[src/rtl/frog_pkg.sv]
// Shared constants, state encoding and lane-array type for the frog collision block.
package frog_pkg;

  localparam int ROWS      = 8;
  localparam int COLS      = 16;
  localparam int START_COL = 7;
  localparam int GOAL_ROW  = 7;
  localparam int MOVES_MAX = 255;

  typedef enum logic [1:0] {
    ALIVE = 2'd0,
    HIT   = 2'd1,
    WIN   = 2'd2
  } frog_state_t;

  typedef logic [ROWS-1:0][COLS-1:0] lane_t;

  // Rows 0 and GOAL_ROW are safe; only the rows in between carry cars.
  function automatic logic is_lane_row(input logic [2:0] row);
    return (row != 3'd0) && (row != 3'(GOAL_ROW));
  endfunction

endpackage

[src/rtl/frog_collision_if.sv]
// Key inputs, lane pixels and frog status outputs of the frog collision block.
interface frog_collision_if;
  logic              key_up;
  logic              key_down;
  logic              key_left;
  logic              key_right;
  frog_pkg::lane_t   lane_pixels;
  logic [2:0]        frog_row;
  logic [3:0]        frog_col;
  frog_pkg::lane_t   frog_pixels;
  logic              hit;
  logic              win;
  logic [7:0]        moves;
  frog_pkg::frog_state_t state;

  // Keys are level inputs with no handshake: each 0->1 transition is one move
  // request, sampled on posedge clk; all outputs are stable between edges.
  modport master (
    output key_up, key_down, key_left, key_right, lane_pixels,
    input  frog_row, frog_col, frog_pixels, hit, win, moves, state
  );

  modport slave (
    input  key_up, key_down, key_left, key_right, lane_pixels,
    output frog_row, frog_col, frog_pixels, hit, win, moves, state
  );
endinterface

[src/rtl/frog_collision_edge_detect.sv]
// Rising-edge detector: one-cycle pulse after a registered 0->1 transition.
module edge_detect (
  input  logic clk,
  input  logic reset,
  input  logic din,
  output logic pulse
);

  logic cur;
  logic prev;

  // History resets to "pressed" so a key held across reset must be released first.
  always_ff @(posedge clk or posedge reset) begin
    if (reset) begin
      cur  <= 1'b1;
      prev <= 1'b1;
    end else begin
      cur  <= din;
      prev <= cur;
    end
  end

  assign pulse = cur & ~prev;

endmodule

[src/rtl/frog_collision.sv]
// Frog position, move handling, collision detection and board overlay.
module frog_collision
  import frog_pkg::*;
(
  input  logic          clk,
  input  logic          reset,
  frog_collision_if.slave bus
);

  localparam logic [2:0] GOAL_R  = 3'(GOAL_ROW);
  localparam logic [3:0] START_C = 4'(START_COL);
  localparam logic [3:0] MAX_C   = 4'(COLS - 1);
  localparam logic [7:0] MAX_MV  = 8'(MOVES_MAX);

  logic req_up, req_down, req_left, req_right;

  edge_detect u_ed_up    (.clk(clk), .reset(reset), .din(bus.key_up),    .pulse(req_up));
  edge_detect u_ed_down  (.clk(clk), .reset(reset), .din(bus.key_down),  .pulse(req_down));
  edge_detect u_ed_left  (.clk(clk), .reset(reset), .din(bus.key_left),  .pulse(req_left));
  edge_detect u_ed_right (.clk(clk), .reset(reset), .din(bus.key_right), .pulse(req_right));

  frog_state_t state, state_n;
  logic [2:0]  row_q, row_n;
  logic [3:0]  col_q, col_n;
  logic [7:0]  moves_q, moves_n;
  logic        car_here;
  logic        move_ok;
  lane_t       overlay;

  always_ff @(posedge clk or posedge reset) begin
    if (reset) begin
      state   <= ALIVE;
      row_q   <= 3'd0;
      col_q   <= START_C;
      moves_q <= 8'd0;
    end else begin
      state   <= state_n;
      row_q   <= row_n;
      col_q   <= col_n;
      moves_q <= moves_n;
    end
  end

  assign car_here = bus.lane_pixels[row_q][col_q] & is_lane_row(row_q);

  // Priority picks one request; a clamped winner is ignored and the rest are dropped.
  always_comb begin
    state_n = state;
    row_n   = row_q;
    col_n   = col_q;
    moves_n = moves_q;
    move_ok = 1'b0;
    case (state)
      ALIVE: begin
        if (car_here) begin
          state_n = HIT;
        end else if (req_up) begin
          if (row_q != GOAL_R) begin
            row_n   = row_q + 3'd1;
            move_ok = 1'b1;
            if (row_q == GOAL_R - 3'd1) state_n = WIN;
          end
        end else if (req_down) begin
          if (row_q != 3'd0) begin
            row_n   = row_q - 3'd1;
            move_ok = 1'b1;
          end
        end else if (req_left) begin
          if (col_q != MAX_C) begin
            col_n   = col_q + 4'd1;
            move_ok = 1'b1;
          end
        end else if (req_right) begin
          if (col_q != 4'd0) begin
            col_n   = col_q - 4'd1;
            move_ok = 1'b1;
          end
        end
        if (move_ok && (moves_q != MAX_MV)) moves_n = moves_q + 8'd1;
      end
      HIT:     state_n = HIT;
      WIN:     state_n = WIN;
      default: state_n = ALIVE;
    endcase
  end

  always_comb begin
    overlay               = '0;
    overlay[row_q][col_q] = 1'b1;
  end

  assign bus.frog_row    = row_q;
  assign bus.frog_col    = col_q;
  assign bus.frog_pixels = overlay;
  assign bus.hit         = (state == HIT);
  assign bus.win         = (state == WIN);
  assign bus.moves       = moves_q;
  assign bus.state       = state;

endmodule

[src/flat_wrapper.sv]
// flat-port wrapper written by rule: the top's interface ports become plain ports
module frog_collision_flat import frog_pkg::*;
  (clk, reset, bus_key_up, bus_key_down, bus_key_left, bus_key_right, bus_lane_pixels, bus_frog_row, bus_frog_col, bus_frog_pixels, bus_hit, bus_win, bus_moves, bus_state);
  frog_collision_if bus_i ();
  input  logic clk;
  input  logic reset;
  input wire logic [$bits(bus_i.key_up)-1:0] bus_key_up;
  input wire logic [$bits(bus_i.key_down)-1:0] bus_key_down;
  input wire logic [$bits(bus_i.key_left)-1:0] bus_key_left;
  input wire logic [$bits(bus_i.key_right)-1:0] bus_key_right;
  input wire logic [$bits(bus_i.lane_pixels)-1:0] bus_lane_pixels;
  output wire logic [$bits(bus_i.frog_row)-1:0] bus_frog_row;
  output wire logic [$bits(bus_i.frog_col)-1:0] bus_frog_col;
  output wire logic [$bits(bus_i.frog_pixels)-1:0] bus_frog_pixels;
  output wire logic [$bits(bus_i.hit)-1:0] bus_hit;
  output wire logic [$bits(bus_i.win)-1:0] bus_win;
  output wire logic [$bits(bus_i.moves)-1:0] bus_moves;
  output wire logic [$bits(bus_i.state)-1:0] bus_state;
  assign bus_i.key_up = bus_key_up;
  assign bus_i.key_down = bus_key_down;
  assign bus_i.key_left = bus_key_left;
  assign bus_i.key_right = bus_key_right;
  assign bus_i.lane_pixels = bus_lane_pixels;
  assign bus_frog_row = bus_i.frog_row;
  assign bus_frog_col = bus_i.frog_col;
  assign bus_frog_pixels = bus_i.frog_pixels;
  assign bus_hit = bus_i.hit;
  assign bus_win = bus_i.win;
  assign bus_moves = bus_i.moves;
  assign bus_state = bus_i.state;
  frog_collision u_core (.clk(clk), .reset(reset), .bus(bus_i));
endmodule
[config.mk]
export PLATFORM = sky130hd
export DESIGN_NAME = frog_collision_flat
export DESIGN_NICKNAME = d
export VERILOG_FILES = /design/src/rtl/frog_pkg.sv /design/src/rtl/frog_collision_if.sv /design/src/rtl/frog_collision_edge_detect.sv /design/src/rtl/frog_collision.sv /design/src/flat_wrapper.sv
export SDC_FILE = /design/constraint.sdc
export NUM_CORES = 1
export LEC_CHECK = 0
export CORE_AREA = 2 2 110 112
export DETAILED_ROUTE_END_ITERATION = 12
export DIE_AREA = 0 0 112 114
export PLACE_DENSITY = 0.74
export REMOVE_ABC_BUFFERS = 1
export SLEW_MARGIN = 30
export SYNTH_ARGS = -nofsm -noshare
export SYNTH_HDL_FRONTEND = slang
export SYNTH_SLANG_ARGS = --single-unit
[constraint.sdc]
create_clock -name clk -period 3.6 [get_ports clk]
set_clock_uncertainty 0.2 [all_clocks]
set_input_delay 0.72 -clock clk [delete_from_list [all_inputs] [get_ports clk]]
set_output_delay 0.72 -clock clk [all_outputs]
set_load 0.01 [all_outputs]
Word level (Yosys, flattened, before mapping)

Cells that the tools add are included.
W data, S select, Z words.

$add $sub $neg: 5
Magnitude comparators: 4
Equality and inequality tests: 11
Mux-type cells: 31
Bitwise logic cells: 12
Reductions and logical operators: 15

Operators with widths:

| kind                  | count |
|---|---|
| $bmux W16 S3          | 1 |
| $demux W16 S3         | 1 |
| $mux W16              | 2 |
| $mux W4               | 4 |
| $mux W1               | 12 |
| $mux W3               | 4 |
| $ne A3 B1 Y1 const B  | 3 |
| $add A8 B1 Y8 const B | 1 |
| $mux W2               | 4 |
| $ne A8 B8 Y1 const B  | 1 |
| $reduce_bool A2 Y1    | 4 |
| $not A1 Y1            | 7 |
| $reduce_and A7 Y1     | 1 |
| $pmux W2 S3           | 1 |
| $and A1 B1 Y1         | 5 |
| $lt A4 B5 Y1 const B  | 1 |
| $reduce_and A5 Y1     | 1 |
| $add A4 B1 Y4 const B | 1 |
| $bmux W1 S4           | 1 |
| $demux W1 S4          | 1 |
| $ge A4 B1 Y1 const B  | 1 |
| $logic_and A1 B1 Y1   | 4 |
| $lt A3 B4 Y1 const B  | 1 |
| $ne A2 B2 Y1 const B  | 2 |
| other kinds (14)      | 14 |

Register bits: 25
Input bits: 134
Output and inout port bits: 147
Logic and storage cells: 90

Longest topological paths before layout

Gate-level depths: netlist of run 1.

Depth after elaboration: 10
Mapped depth: 11
Depth with buffers taken out: 8

Hierarchy

From an unflattened synthesis of run 1, not the netlist that was laid out.

Cell total of the unflattened synthesis: 373
Area total of the unflattened synthesis: 3,074.2 sq um

Modules (own cells, without submodules):

| module         | times used | cells an instance | area an instance (sq um) | seq. area each (sq um) |
|---|---|---|---|---|
| frog_collision | 1          | 357               | 2,793.9                  | 429.2 |
| edge_detect    | 4          | 4                 | 70.1                     | 52.6 |

Worst setup path after synthesis of run 1

OpenSTA, ideal clock, no wires.

Path type: register to output
Start point: register u_core.row_q[2], in the netlist u_core.bus.frog_row[2]
End point: output bus_frog_pixels[34]
Arrival: 1,812 ps
Required time: 2,680 ps
Setup slack: 868 ps
Stages on the path, launching flop included: 9
Cells stage by stage: dfrtp_1 > buf_4 > nand2b_1 > buf_4 > buf_4 > or2_2 > clkbuf_1 > clkbuf_1 > nor2_1

Word-level cells in the longest chain between the ends: 4
Elaborated cells between the ends (all ways): 5
Classes of those cells: 2 x order compare; 2 x mux; 1 x reduce/logical

RTL lines:

| element                                                            | line                 | RTL |
|---|---|---|
| start, declared                                                    | frog_collision.sv:23 | `logic [2:0] row_q, row_n;` |
| start signal, assigned                                             | frog_collision.sv:38 | `row_q <= row_n;` |
| $lt A3 B4 Y1 (implied by the code) or $ge A3 B1 Y1 (tied branches) | frog_collision.sv:89 | `overlay[row_q][col_q] = 1'b1;` |
| $logic_and A1 B1 Y1 (implied by the code)                          | frog_collision.sv:89 |  |
| $mux W16 (implied by the code)                                     | frog_collision.sv:89 |  |
| $demux W16 S3 (*)                                                  | --                   |  |
| end, declared                                                      | flat_wrapper.sv:14   | `output wire logic [$bits(bus_i.frog_pixels)-1:0] bus_frog_pixels;` |

Mark *: on every way between the ends. The rest lies on a longest branch, timed or not.

Worst setup path in the final report of run 1

Start point: register u_core.col_q[3], in the netlist u_core.bus.frog_col[3]
End point: output bus_frog_pixels[27]

Word-level cells in the longest chain between the ends: 6
Elaborated cells between the ends (all ways): 7
Classes of those cells: 2 x order compare; 4 x mux; 1 x reduce/logical

RTL lines:

| element                                                            | line                 | RTL |
|---|---|---|
| start, declared                                                    | frog_collision.sv:24 | `logic [3:0] col_q, col_n;` |
| start signal, assigned                                             | frog_collision.sv:39 | `col_q <= col_n;` |
| $lt A4 B5 Y1 (implied by the code) or $ge A4 B1 Y1 (tied branches) | frog_collision.sv:89 |  |
| $logic_and A1 B1 Y1 (implied by the code)                          | frog_collision.sv:89 |  |
| $mux W1 (implied by the code)                                      | frog_collision.sv:89 |  |
| $demux W1 S4 (*)                                                   | --                   |  |
| $mux W16 (implied by the code) (*)                                 | frog_collision.sv:89 |  |
| $demux W16 S3 (*)                                                  | --                   |  |

Marks and branches as above.

==> impl_metrics.csv, run 1 <==
group,metric,value,unit
sta,fmax,301,MHz
job,cap_viol_max_count,0,
worst_setup_path,cp_cell_sequence,"nor2b_1, nand2_1, nor2_1, clkdlybuf4s50_1",
cells_and_area,fillers,1139,
die,num_rows,40,
worst_setup_path,critPathMaxStageDelay,0.57,ns
clock_network,holdBufCountCts,0,
die,coreArea,11700,µm²
global_route,grt_pass1_vias,3894,
worst_setup_path,r2r_start,"u_core.bus.frog_row[1]$_DFFE_PP0P_",
clock_network,numCtsBuffers,3,
power,p_total,0.000730,W
sta,slew_viol_final,0,
clock_network,clockBufferDepth,2,
die,ioPinCount,281,
power,cellPowerDensity,122,nW/µm²
detailed_routing,drc,0,
global_route,grt_usage,21.6,%
synth,synth_top_cell_by_area,"mux2i_1",
clock_network,cts.sinks,25,
synth,synth_top_area_share,21.1,%
cells_and_area,fin_nets,812,
synth,ys_async_sr_fraction,100,%
min_path,hold_end,"u_core.u_ed_left.prev$_DFF_PP1_",
placement,post-dp-hpwl,11.5,mm
clock_network,cts_tree,"done",
synth,yosysWarningCount,0,
placement,dp.cells,815,
sta,slew_headroom,45.6,%
synth,ys_types,41,
synth,synth_edf_count,0,
global_route,grt_use_met3,2.87,%
cells_and_area,final_common_cell,"clkdlybuf4s50_1",
power,leakagePower,2.00,nW
synth,synthCells,413,
synth,synth_seq_cells,25,
worst_setup_path,critical_path_peak_fanout,11,
detailed_routing,vias,4047,
cells_and_area,drive_gt1_share,5.06,%
die,initial_core_util,26.0,%
run_status,status,"complete, no violations",
worst_setup_path,critPathTopFamily,"simple AND/OR/NAND/NOR gates",
clock_network,root_buffer,"clkbuf_16",
power,peakVddDrop,0.204,mV
sta,fin_setup_tns,0,ns
global_route,grt_pass1_wl,22.0,mm
cells_and_area,final_cell_area,5970,µm²
placement,gp_congestion,0.880,
min_path,hold_class,"flip-flop to flip-flop",
worst_setup_path,startpoint_type,"flip-flop",
detailed_routing,antenna_left,0,
placement,place_ws,0.239,ns
die,die_x,112,µm
clock_network,path_clk_slew,0.06,ns
global_route,met2_usage,39.4,%
detailed_routing,wl,14.8,mm
placement,dpl_cell_area,5890,µm²
global_route,met1_usage,27.6,%
sta,layout_setup_ws,0.278,ns
global_route,grt_max_degree,42,
die,die_area,12800,µm²
sta,finalCritPeriodShare,92.3,%
min_path,holdPathStages,0,
cells_and_area,layout_common_cells,"280 x clkdlybuf4s50_1, 134 x nor2_1, 64 x mux2i_1, 33 x o22ai_1, 19 x nand2_1",
synth,syn_area,3040,µm²
worst_setup_path,worstPathRequired,2.68,ns
worst_setup_path,crit_type,"flip-flop to primary output",
worst_setup_path,cp.arrival,2.40,ns
sta,finalHoldViolations,0,
worst_setup_path,cp_num_buf_inv,1,
synth,ys_seq_area_share,21.0,%
detailed_routing,vias_per_cell,4.94,
cells_and_area,layout.cells.non_filler,819,
worst_setup_path,reg2reg_depth,7,
placement,port_buffers,280,
clock_network,clk_latency,0.26,ns
detailed_routing,detail_route.wl_per_cell,18.1,µm
synth,synth_flop_cell,"dfrtp_1",
worst_setup_path,cp-end-kind,"primary output",
sta,period_minus_slack,3.32,ns
global_route,overflow,0,
global_route,antenna_found_initial,0,
clock_network,cts-htree-levels,1,
sta,worst_pin_slew,0.816,ns
detailed_routing,drtIter0Drc,273,
min_path,hold_path.startpoint,"u_core.u_ed_left.cur$_DFF_PP1_",
sta,setup-violations-final,0,
worst_setup_path,critPathSlowestCell,"dfrtp_1",
detailed_routing,dr.pass1.iters,7,
worst_setup_path,r2r_end,"u_core.bus.frog_col[2]$_DFFE_PP1P_",
global_route,grt_busiest_layer,"met2",
sta,rsz0062_at_grt,"false",
cells_and_area,antenna_cells,0,
synth,synth_area_leaders,"mux2i_1 21%, nor2_1 17%, dfrtp_1 12%",
die,die_h,114,µm
synth,avgSynthCellArea,7.36,µm²
cells_and_area,syn2layout_area_growth,96.4,%
worst_setup_path,r2r_slack,0.41,ns
flip-flops by register name, indices dropped and copies added (netlist names):
signal	flops
u_core.bus.moves	8
u_core.u_ed_right.cur	1
u_core.u_ed_left.prev	1
u_core.bus.frog_row	3
u_core.bus.state	2
u_core.u_ed_down.prev	1
u_core.u_ed_right.prev	1
u_core.u_ed_up.prev	1
u_core.u_ed_left.cur	1
u_core.u_ed_down.cur	1
u_core.u_ed_up.cur	1
u_core.bus.frog_col	4
power breakdown:
part	switching [W]	internal [W]	total [W]
clock	0.0000908	0.000151	0.000242
combinational	0.0000500	0.000147	0.000197
sequential	0.00000180	0.000289	0.000291
cell families after synthesis:
kind of cell               Yosys count  share of synthesized area [%]
AOI/OAI and AO/OA                   60                           12.8
muxes                               68                           22.6
DFF                                 25                           21.0
buffers and inverters               41                           8.39
and+or+nand+nor                    200                           28.7
xor gates and xnor gates            14                           4.03
adders and majority gates            5                           2.55
timing repair:
action | CTS | global route
resized for setup | 0 | 1
endpoints found under the setup margin | 0 | 1
buffers inserted | 0 | 0
synthesized netlist by cell type (all sizes together), types with 3 or more instances:
| cell type | n |
|---|---|
| dfstp | 11 |
| nor2b | 6 |
| o21ai | 16 |
| xor2 | 3 |
| or2 | 4 |
| nand2 | 19 |
| inv | 5 |
| nand4 | 4 |
| a41oi | 4 |
| mux2i | 64 |
| nor2 | 135 |
| dfrtp | 14 |
| buf | 24 |
| and3 | 4 |
| clkbuf | 12 |
| a21oi | 3 |
| and4 | 3 |
| nand3 | 10 |
| xnor2 | 11 |
| nand2b | 6 |
| o22ai | 33 |
| ha | 3 |
| mux2 | 4 |
final cells by class:
class	instances	area, µm²	area share (%)
inverter	5	18.8	0.314
sequential	25	643	10.8
timing repair buffer	291	2900	48.5
tap	147	184	3.08
multi-input combinational	347	2150	36.0
clock buffer	4	78.8	1.32
routing by layer:
layer	vias up	share of wire [%]
met1	1923	41
met2	167	52
li1	1938	-
met5	-	0
met4	0	1.5
met3	19	6.3
metrics by stage:
| stage | utilization, % | hold WS [ns] |
|---|---|---|
| final | 51.0 | 0.167 |
| after global routing | 51.0 | 0.173 |
| after CTS | 51.0 | 0.169 |
| after detailed placement | 50.3 | 0.160 |
| after global placement | 50.3 | 0.156 |
| after floorplan | - | 0.151 |
worst max-delay path by stage:
| stage | depth (start not counted) | from | slack, ns | to |
|---|---|---|---|---|
| after floorplan | 5 | u_core.bus.frog_row[0]$_DFFE_PP0P_ | -1.14 | u_core.bus.frog_col[1]$_DFFE_PP1P_ |
| after global placement | 8 | bus_lane_pixels[19] | 0.28 | u_core.bus.frog_col[2]$_DFFE_PP1P_ |
| after detailed placement | 8 | bus_lane_pixels[22] | 0.24 | u_core.bus.frog_col[2]$_DFFE_PP1P_ |
| after CTS | 4 | u_core.bus.frog_col[0]$_DFFE_PP1P_ | 0.17 | bus_frog_pixels[76] |
| after global routing | 4 | u_core.bus.frog_col[2]$_DFFE_PP1P_ | 0.09 | bus_frog_pixels[54] |
| final | 4 | u_core.bus.frog_col[3]$_DFFE_PP0P_ | 0.28 | bus_frog_pixels[27] |
No activity file was read; power rests on OpenSTA's default activity.
==> run 2, diff against run 1 <==
--- a/config.mk
+++ b/config.mk
@@ -9,7 +9,6 @@
 export DETAILED_ROUTE_END_ITERATION = 12
 export DIE_AREA = 0 0 112 114
 export PLACE_DENSITY = 0.74
-export REMOVE_ABC_BUFFERS = 1
 export SLEW_MARGIN = 30
 export SYNTH_ARGS = -nofsm -noshare
 export SYNTH_HDL_FRONTEND = slang
==> impl_metrics.csv, run 2 (synthesized netlist as in run 1, its figures left out) <==
group,metric,value,unit
clock_network,numCtsBuffers,3,
worst_setup_path,cp-end-kind,"primary output",
min_path,hold_class,"flip-flop to flip-flop",
sta,finalHoldViolations,0,
clock_network,clk_latency,0.26,ns
min_path,holdPathStages,0,
global_route,grt_max_degree,34,
detailed_routing,vias_per_cell,4.95,
detailed_routing,dr.pass1.iters,4,
cells_and_area,final_common_cell,"clkdlybuf4s50_1",
detailed_routing,drc,0,
worst_setup_path,critPathMaxStageDelay,0.58,ns
die,die_h,114,µm
synth,syn_nets,552,
power,leakagePower,2.03,nW
cells_and_area,drive_gt1_share,6.19,%
sta,layout_setup_ws,0.197,ns
power,peakVddDrop,0.263,mV
die,coreArea,11700,µm²
sta,rsz0062_at_grt,"false",
die,die_x,112,µm
worst_setup_path,startpoint_type,"flip-flop",
die,num_rows,40,
cells_and_area,layout.cells.non_filler,825,
worst_setup_path,r2r_start,"u_core.bus.frog_row[0]$_DFFE_PP0P_",
detailed_routing,detail_route.wl_per_cell,18.4,µm
clock_network,cts-htree-levels,1,
global_route,grt_pass1_vias,4002,
min_path,hold_end,"u_core.u_ed_right.prev$_DFF_PP1_",
global_route,grt_use_met3,3.93,%
global_route,antenna_found_initial,1,
worst_setup_path,cp.arrival,2.48,ns
job,cap_viol_max_count,0,
detailed_routing,wl,15.2,mm
placement,dp.cells,820,
sta,worst_pin_slew,0.757,ns
sta,fmax,294,MHz
worst_setup_path,critPathSlowestCell,"clkdlybuf4s50_1",
detailed_routing,drtIter0Drc,297,
worst_setup_path,reg2reg_depth,10,
clock_network,clockBufferDepth,2,
sta,slew_viol_final,0,
power,cellPowerDensity,122,nW/µm²
detailed_routing,antenna_left,0,
worst_setup_path,crit_type,"flip-flop to primary output",
worst_setup_path,cp_cell_sequence,"nand2b_2, or2_2, nor2_1, clkdlybuf4s50_1",
worst_setup_path,critical_path_peak_fanout,16,
global_route,grt_busiest_layer,"met2",
cells_and_area,fin_nets,818,
die,ioPinCount,281,
clock_network,holdBufCountCts,0,
global_route,met2_usage,39.5,%
worst_setup_path,r2r_end,"u_core.bus.frog_col[1]$_DFFE_PP1P_",
cells_and_area,utilization,51.4,%
sta,setup-violations-final,0,
placement,post-dp-hpwl,11.9,mm
sta,whs,0.169,ns
sta,period_minus_slack,3.40,ns
placement,place_ws,0.208,ns
global_route,grt_pass1_wl,22.5,mm
cells_and_area,largest_reg_flops,8,
placement,gp_congestion,0.875,
clock_network,root_buffer,"clkbuf_16",
cells_and_area,layout_common_cells,"280 x clkdlybuf4s50_1, 135 x nor2_1, 64 x mux2i_1, 33 x o22ai_1, 19 x nand2_1",
clock_network,cts.sinks,25,
worst_setup_path,r2r_slack,0.26,ns
die,die_area,12800,µm²
clock_network,cts_tree,"done",
sta,fin_setup_tns,0,ns
global_route,grt_usage,21.7,%
worst_setup_path,worstPathRequired,2.68,ns
run_status,status,"complete, no violations",
sta,finalCritPeriodShare,94.5,%
cells_and_area,antenna_cells,0,
detailed_routing,vias,4082,
global_route,met1_usage,27.8,%
min_path,hold_path.startpoint,"u_core.u_ed_right.cur$_DFF_PP1_",
cells_and_area,syn2layout_area_growth,98.0,%
sta,slew_headroom,49.5,%
global_route,overflow,0,
clock_network,path_clk_slew,0.06,ns
placement,port_buffers,280,
die,initial_core_util,26.0,%
==> run 2: cell types whose count changed in the layout (fill, tap and decap cells not counted) <==
| cell | before | now |
|---|---|---|
| buf_4 | 10 | 16 |
| nor2b_2 | 0 | 1 |
| nand2b_1 | 6 | 5 |
| nor2b_1 | 6 | 5 |
| clkbuf_1 | 1 | 0 |
| nand2b_2 | 0 | 1 |
| clkinv_2 | 0 | 1 |
| nor2_2 | 1 | 0 |
| nor2_1 | 134 | 135 |
==> run 2: critical path, delay by kind of cell (launching register included) <==
family | cells | cell delay (ns)
simple gates | 3 | 1.11
buf+inv | 1 | 0.58
flops | 1 | 0.53
==> run 2: final cells by class <==
type / count / area, µm²
Sequential cell: 25 / 643
Timing Repair Buffer: 297 / 2940
Tap cell: 147 / 184
Fill cell: 1151 / 5690
Clock buffer: 3 / 75.1
Multi-Input combinational cell: 347 / 2150
Inverter: 5 / 18.8
Clock inverter: 1 / 5.00
==> run 2: power breakdown <==
part           switching (W)  leakage [nW]  internal [W]
Sequential        0.00000198         0.304      0.000289
Clock              0.0000981        0.0409      0.000150
Combinational      0.0000494          1.69      0.000147
Total               0.000149          2.03      0.000586
==> run 2: metal layers <==
metal	wire length (µm)	vias to the layer above	share of wire, %
li1	-	1948	-
met1	6370	1936	42
met2	7600	183	50
met3	1070	13	7.1
met4	110	2	0.72
met5	13	-	0.086
==> run 2: repair_timing <==
item	4_1_cts	5_1_grt
setup buffers	0	1
gates resized for setup	0	2
setup endpoints to repair	0	10
==> run 2: through the flow <==
stage / power (W) / cell area, µm²
final: 0.000736 / 6020
after global placement: 0.000490 / 5930
after CTS: 0.000740 / 6010
after floorplan: 0.000337 / 3040
after detailed placement: 0.000492 / 5930
after global routing: 0.000766 / 6020
==> run 2: worst max-delay path by stage <==
| stage | start | endpoint | slack [ns] | cells after the start |
|---|---|---|---|---|
| final | u_core.bus.frog_row[1]$_DFFE_PP0P_ | bus_frog_pixels[70] | 0.20 | 4 |
| after global routing | u_core.bus.frog_row[0]$_DFFE_PP0P_ | u_core.bus.frog_col[2]$_DFFE_PP1P_ | 0.08 | 10 |
| after CTS | u_core.bus.frog_col[0]$_DFFE_PP1P_ | bus_frog_pixels[61] | 0.11 | 4 |
| after detailed placement | bus_lane_pixels[87] | u_core.bus.frog_col[1]$_DFFE_PP1P_ | 0.21 | 9 |
| after global placement | bus_lane_pixels[87] | u_core.bus.frog_col[2]$_DFFE_PP1P_ | 0.24 | 9 |
| after floorplan | u_core.bus.frog_row[2]$_DFFE_PP0P_ | bus_frog_pixels[34] | 0.87 | 8 |
==> run 3, diff against run 2 <==
--- a/config.mk
+++ b/config.mk
@@ -6,6 +6,7 @@
 export NUM_CORES = 1
 export LEC_CHECK = 0
 export CORE_AREA = 2 2 110 112
+export CTS_CLUSTER_DIAMETER = 200
 export DETAILED_ROUTE_END_ITERATION = 12
 export DIE_AREA = 0 0 112 114
 export PLACE_DENSITY = 0.74
==> results of run 3 <==
Final layout, timing and power as in run 2 (identical DEF).
